===== src/rtl/alu_share_arbiter.sv =====
// rtl/alu_share_arbiter.sv - round-robin arbiter sharing one combinational ALU between two requesters
// Winner's operands are steered to the ALU and the result lands in a single tagged response register.
module alu_share_arbiter #(
    parameter int WIDTH = 32
) (
    input  logic             clk,
    input  logic             rst,
    input  logic             req0_valid,
    output logic             req0_ready,
    input  logic [2:0]       req0_op,
    input  logic [WIDTH-1:0] req0_a,
    input  logic [WIDTH-1:0] req0_b,
    input  logic             req1_valid,
    output logic             req1_ready,
    input  logic [2:0]       req1_op,
    input  logic [WIDTH-1:0] req1_a,
    input  logic [WIDTH-1:0] req1_b,
    output logic [2:0]       alu_op,
    output logic [WIDTH-1:0] alu_a,
    output logic [WIDTH-1:0] alu_b,
    input  logic [WIDTH-1:0] alu_result,
    output logic             rsp_valid,
    input  logic             rsp_ready,
    output logic             rsp_id,
    output logic [WIDTH-1:0] rsp_data,
    output logic [15:0]      busy_cycles
);

    logic             r_last_grant;
    logic             r_rsp_valid;
    logic             r_rsp_id;
    logic [WIDTH-1:0] r_rsp_data;
    logic [15:0]      r_busy_cycles;

    logic w_free;
    logic w_grant0;
    logic w_grant1;
    logic w_any_grant;

    // On a tie the requester that did not win last time gets the slot.
    assign w_free      = !r_rsp_valid || rsp_ready;
    assign w_grant0    = !rst && w_free && req0_valid && (!req1_valid || r_last_grant);
    assign w_grant1    = !rst && w_free && req1_valid && (!req0_valid || !r_last_grant);
    assign w_any_grant = w_grant0 || w_grant1;

    assign req0_ready  = w_grant0;
    assign req1_ready  = w_grant1;

    always_comb begin
        alu_op = 3'b000;
        alu_a  = '0;
        alu_b  = '0;
        if (w_grant0) begin
            alu_op = req0_op;
            alu_a  = req0_a;
            alu_b  = req0_b;
        end else if (w_grant1) begin
            alu_op = req1_op;
            alu_a  = req1_a;
            alu_b  = req1_b;
        end
    end

    always_ff @(posedge clk) begin
        if (rst) begin
            r_rsp_valid   <= 1'b0;
            r_rsp_id      <= 1'b0;
            r_rsp_data    <= '0;
            r_busy_cycles <= 16'd0;
            r_last_grant  <= 1'b1;
        end else if (w_any_grant) begin
            r_rsp_valid   <= 1'b1;
            r_rsp_id      <= w_grant1;
            r_rsp_data    <= alu_result;
            r_last_grant  <= w_grant1;
            if (r_busy_cycles != 16'hFFFF) begin
                r_busy_cycles <= r_busy_cycles + 16'd1;
            end
        end else if (r_rsp_valid && rsp_ready) begin
            r_rsp_valid   <= 1'b0;
        end
    end

    assign rsp_valid   = r_rsp_valid;
    assign rsp_id      = r_rsp_id;
    assign rsp_data    = r_rsp_data;
    assign busy_cycles = r_busy_cycles;

endmodule


===== config.mk =====
export PLATFORM = sky130hd
export DESIGN_NAME = alu_share_arbiter
export DESIGN_NICKNAME = d
export VERILOG_FILES = /design/src/rtl/alu_share_arbiter.sv
export SDC_FILE = /design/constraint.sdc
export NUM_CORES = 1
export LEC_CHECK = 0
export ABC_AREA = 1
export BUFFER_PORTS_ARGS = -buffer_cell sky130_fd_sc_hd__buf_2
export CORE_AREA = 2 2 112 114
export CTS_BUF_LIST = sky130_fd_sc_hd__clkbuf_2
export DETAILED_ROUTE_END_ITERATION = 16
export DIE_AREA = 0 0 114 116
export SLEW_MARGIN = 20
export SYNTH_ARGS = -nofsm -noshare
export SYNTH_HDL_FRONTEND = slang
export SYNTH_SLANG_ARGS = --single-unit
export TNS_END_PERCENT = 10

===== constraint.sdc =====
create_clock -name clk -period 1.77 [get_ports clk]
set_clock_uncertainty 0.15 [all_clocks]
set_input_delay 0.354 -clock clk [delete_from_list [all_inputs] [get_ports clk]]
set_output_delay 0.354 -clock clk [all_outputs]
set_load 0.05 [all_outputs]

# Word level (Yosys, flattened, before mapping)
# Cells that the tools add are included.
# totals
input_bits,171
elab_cells,32
out_inout_bits,119
register_bits,51
# op_classes
n_eq_ne,1
reduce_logical,17
mux,8
n_addsub,1
# ops
operator,n
$mux 32,4
$add 16x1->16 const B,1
$ne 16x16->1 const B,1
$logic_and 1x1->1,6
$mux 3,2
$logic_not 1->1,5
$logic_or 1x1->1,4
$mux 1,2
$reduce_and 2->1,1
$reduce_bool 2->1,1

# Longest topological paths before layout
# depth
ltp_word,7
depth_mapped,11
depth_no_buf,10

# Worst setup path before layout
# OpenSTA, ideal clock, no wires.
# synth_path
path_type,reg-to-output
start,"register r_rsp_valid, in the netlist rsp_valid"
end,output alu_a[24]
t_arrival_ps,1755
path_stages_with_launch,6
path_buffers,1
required_ps,1266
path_slack_ps,-489
cell_sequence,dfxtp_1 a21oi_2 nand2_2 inv_2 buf_2 a22o_1
# synth_between
elab_chain_cells,7
elab_cells_between_ends,9
classes_between,mux (2); reduce/logical (7)
# synth_rtl
item,line,source
"start, declared",30,logic r_rsp_valid;
"start signal, assigned",66,r_rsp_valid <= 1'b0;
"start signal, assigned",72,r_rsp_valid <= 1'b1;
"start signal, assigned",80,r_rsp_valid <= 1'b0;
$logic_not 1->1,41,assign w_free = !r_rsp_valid || rsp_ready;
$logic_or 1x1->1,41,
$logic_and 1x1->1 (3 in series),43,assign w_grant1 = !rst && w_free && req1_valid && (!req0_valid || !r_last_grant);
named net req1_ready,14,"output logic req1_ready,"
$mux 32,57,end else if (w_grant1) begin
$mux 32,53,if (w_grant0) begin
"end, declared",19,"output logic [WIDTH-1:0] alu_a,"
# The timed path passes the listed nets, and every way through them passes these cells.

# Worst setup path in the final report
# layout_path
start,"register r_rsp_valid, in the netlist rsp_valid"
end,output alu_a[15]
# layout_between
elab_chain_cells,7
elab_cells_between_ends,9
classes_between,mux (2); reduce/logical (7)
# layout_rtl
item,line
$logic_not 1->1 (*),41
$logic_or 1x1->1 (*),41
$logic_and 1x1->1 (*),"42, 43"
$logic_and 1x1->1 (2 in series),43
$mux 32,57
$mux 32 (*),53
# Mark *: on every way between the ends. The rest lies on a longest branch, timed or not.

==> metrics.md <==
| Metric | Value |
|---|---|
| Post-DP HPWL | `between 10000 and 15000 um` |
| Total Wirelength | `around 16000 um` |
| Largest cells by area after synthesis | `dfxtp_1 35%, a22o_1 20%, nor2_1 13%` |
| Nets@finish | `896` |
| Vias in the first global route | `between 3000 and 4000` |
| Total gr overflow | `0` |
| Port buffer count | `~290` |
| Worst-path clk slew | `around 280 ps` |
| Cell row count | `40` |
| Max Cap Violations | `0` |
| RSZ-0062 raised after global routing | `yes` |
| Die area | `between 0.01 and 0.015 mm2` |
| Post-synth EDFFs | `0` |
| Relative slew slack | `0.816` |
| Fraction of layout cells with a size suffix above 1 | `0.559` |
| Final setup viols | `between 60 and 70` |
| Vias per cell | `4.82` |
| Area Growth Syn to Fin | `112%` |
| Vias | `roughly 4300` |
| RD Place Congestion | `roughly 0.78` |
| DRT iter0 DRCs | `240` |
| CTS max path bufs | `2` |
| Post-layout minimum cycle time | `approximately 2300 ps` |
| Initial antenna violation count | `8` |
| Fill cell count | `1065` |
| Synth Warn # | `0` |
| F_max | `roughly 430 MHz` |
| Sequential share of the synthesized area | `0.352` |
| Top Ports | `just under 300` |
| CP Launch Type | `register` |
| Die Ht | `~120 um` |
| Clk sinks | `51` |
| Antenna Violating Nets Remaining | `0` |
| Most area-hungry cell type in the Yosys netlist | `dfxtp_1` |
| PwrDens | `638 mW/mm2` |
| Count leader, synth | `nor2_1` |
| Worst VDD drop | `roughly 0.00050 V` |
| Most used DFF post-synth | `dfxtp_1` |
| Synth top area share | `0.352` |
| Worst Path Arrival | `1840 ps` |
| CTS buffer count | `5` |
| Final Max Tran Viols | `0` |
| CP max FO | `12` |
| Failing checks | `negative setup slack` |
| Drt wl/cell | `approximately 19 um` |
| Die Width | `between 100 and 150 um` |
| Final period util | `1.32` |
| Final Power | `0.00392 W` |
| Post-synth ARST share | `0` |
| Flops & latches, synth | `51` |
| CTS tree | `yes` |
| Register Area | `roughly 0.0010 mm2` |
| Synth top cells by count | `99 x nor2_1, 67 x a22o_1, 52 x nand2_1` |
| Final WS setup | `-570 ps` |
| DRT Pass-1 Iters | `4` |
| Status | `finished with violations` |
| Worst-Skew Late Latency | `~460 ps` |
| WP data required | `about 1300 ps` |
| Post-Syn Area per Cell | `about 7.3 um2` |
| Worst hold path class | `input pin to register` |
| Endpoints failing hold | `0` |
| TNS Setup | `-36670 ps` |
| Leak pwr | `roughly 3.1 nW` |
| CP endpoint kind | `primary output` |
| Starting Density | `0.243` |
| DRC Markers | `0` |
| Mapped Area | `about 0.0029 mm2` |
| Cells after Synth | `roughly 400` |
| H-tree Lvls | `2` |
| CTS root buf | `clkbuf_2` |
| Area occupied by multi-input gates | `a little under 0.002 mm2` |
| Core Region | `between 0.01 and 0.015 mm2` |
| Gr usage total | `0.216` |
| Post-synthesis net count | `roughly 570` |
| First-pass GRT wire length | `between 20000 and 25000 um` |
| Largest net degree at the start of global routing | `between 40 and 50` |
| Least-Margin Pin Slew | `between 200 and 300 ps` |
| WS Path Type | `register to primary output` |
| Yosys cell types | `26` |
timing repair:
item                                   in CTS  in global routing
setup endpoints to repair                  90                117
setup buffers                               1                  1
cloned                                      4                  5
pin swaps                                   3                  8
endpoints found under the hold margin      34                  0
hold buffers                               34                  0
resized for setup                         172                 54
report_power, final:
| part | total (W) | switching (W) | internal [W] |
|---|---|---|---|
| combinational | 0.00213 | 0.00130 | 0.000828 |
| clock | 0.000467 | 0.000370 | 0.0000970 |
| sequential | 0.00132 | 0.0000701 | 0.00125 |
| total | 0.00392 | 0.00174 | 0.00218 |
sequential cells by signal (all words and copies together), names as in the netlist:
name / flops
r_last_grant: 1
rsp_id: 1
rsp_valid: 1
rsp_data: 32
busy_cycles: 16
cell usage in the layout, fill, tap and decap left out, types with 3 or more instances in the layout:
master,Yosys,final
a21oi_1,6,6
clkbuf_16,0,5
buf_6,4,39
dfxtp_2,0,4
diode_2,0,10
buf_12,0,9
dlygate4sd3_1,0,34
buf_8,1,29
xor2_1,6,6
inv_1,16,15
a22o_2,0,38
dfxtp_1,51,45
o21ai_0,36,36
clkbuf_2,0,6
buf_4,2,12
buf_16,0,4
clkbuf_4,0,7
nor2_1,99,98
buf_2,16,209
nand4_1,6,6
a22o_1,67,5
nand3_1,12,12
a22o_4,0,24
nand2_1,52,52
nand2_4,3,3
critical path: stages (launching register included):
cell,delay (ps)
dfxtp_4,420
a21oi_4,230
nand2_4,110
clkinv_8,120
clkbuf_16,190
a22o_2,170
buf_8,140
per-layer routing:
layer	global-route usage	routed length, um	part of all wire	vias up
li1	-	-	-	2032
met5	0	0	0	-
met4	0.0699	260	0.016	0
met2	0.371	8340	0.51	192
met3	0.0706	1370	0.084	18
met1	0.256	6400	0.39	2008
path summary, 6_finish.rpt:
check / slack [ps] / startpoint / endpoint / cells past startpoint
min: 200 / rst / rsp_id$_SDFFE_PP0P_ / 5
max: -570 / rsp_valid$_SDFFE_PP0P_ / alu_a[15] / 6
max reg2reg: 60 / rsp_valid$_SDFFE_PP0P_ / rsp_data[11]$_SDFFE_PP0P_ / 7
min reg2reg: 340 / rsp_id$_SDFFE_PP0P_ / rsp_id$_SDFFE_PP0P_ / 2
layout make-up:
class | count | area share
timing repair buffer | 348 | 0.459
multi-input combinational | 297 | 0.314
sequential | 51 | 0.168
tap | 147 | 0.0300
inverter | 21 | 0.0179
clock buffer | 6 | 0.00489
antenna | 10 | 0.00408
clock inverter | 2 | 0.00143
per-stage QoR:
| step | std cells | cell area (um2) | setup WS, ps | util | hold WS (ps) |
|---|---|---|---|---|---|
| 2_1_floorplan | 396 | 3050 | -103 | - | 263 |
| 3_3_place_gp | 819 | 4690 | -310 | 0.394 | 306 |
| 3_5_place_dp | 819 | 4690 | -351 | 0.394 | 325 |
| 4_1_cts | 866 | 5740 | -615 | 0.482 | 139 |
| 5_1_grt | 873 | 6120 | -681 | 0.513 | 159 |
| 6_report | 882 | 6140 | -570 | 0.515 | 204 |
cells by family (layout without fill, tap and decap cells):
| logic type | after synthesis | after routing | share of synthesized area |
|---|---|---|---|
| other | 0 | 10 | 0 |
| buffers and inverters | 48 | 377 | 0.0864 |
| XOR/XNOR | 7 | 7 | 0.0212 |
| AO/OA/AOI/OAI | 113 | 113 | 0.286 |
| AND/OR/NAND/NOR | 176 | 176 | 0.250 |
| flip-flops | 51 | 51 | 0.352 |
| adder cells (fa/ha/maj) | 1 | 1 | 0.00432 |
(Power assumes the default switching activity.)
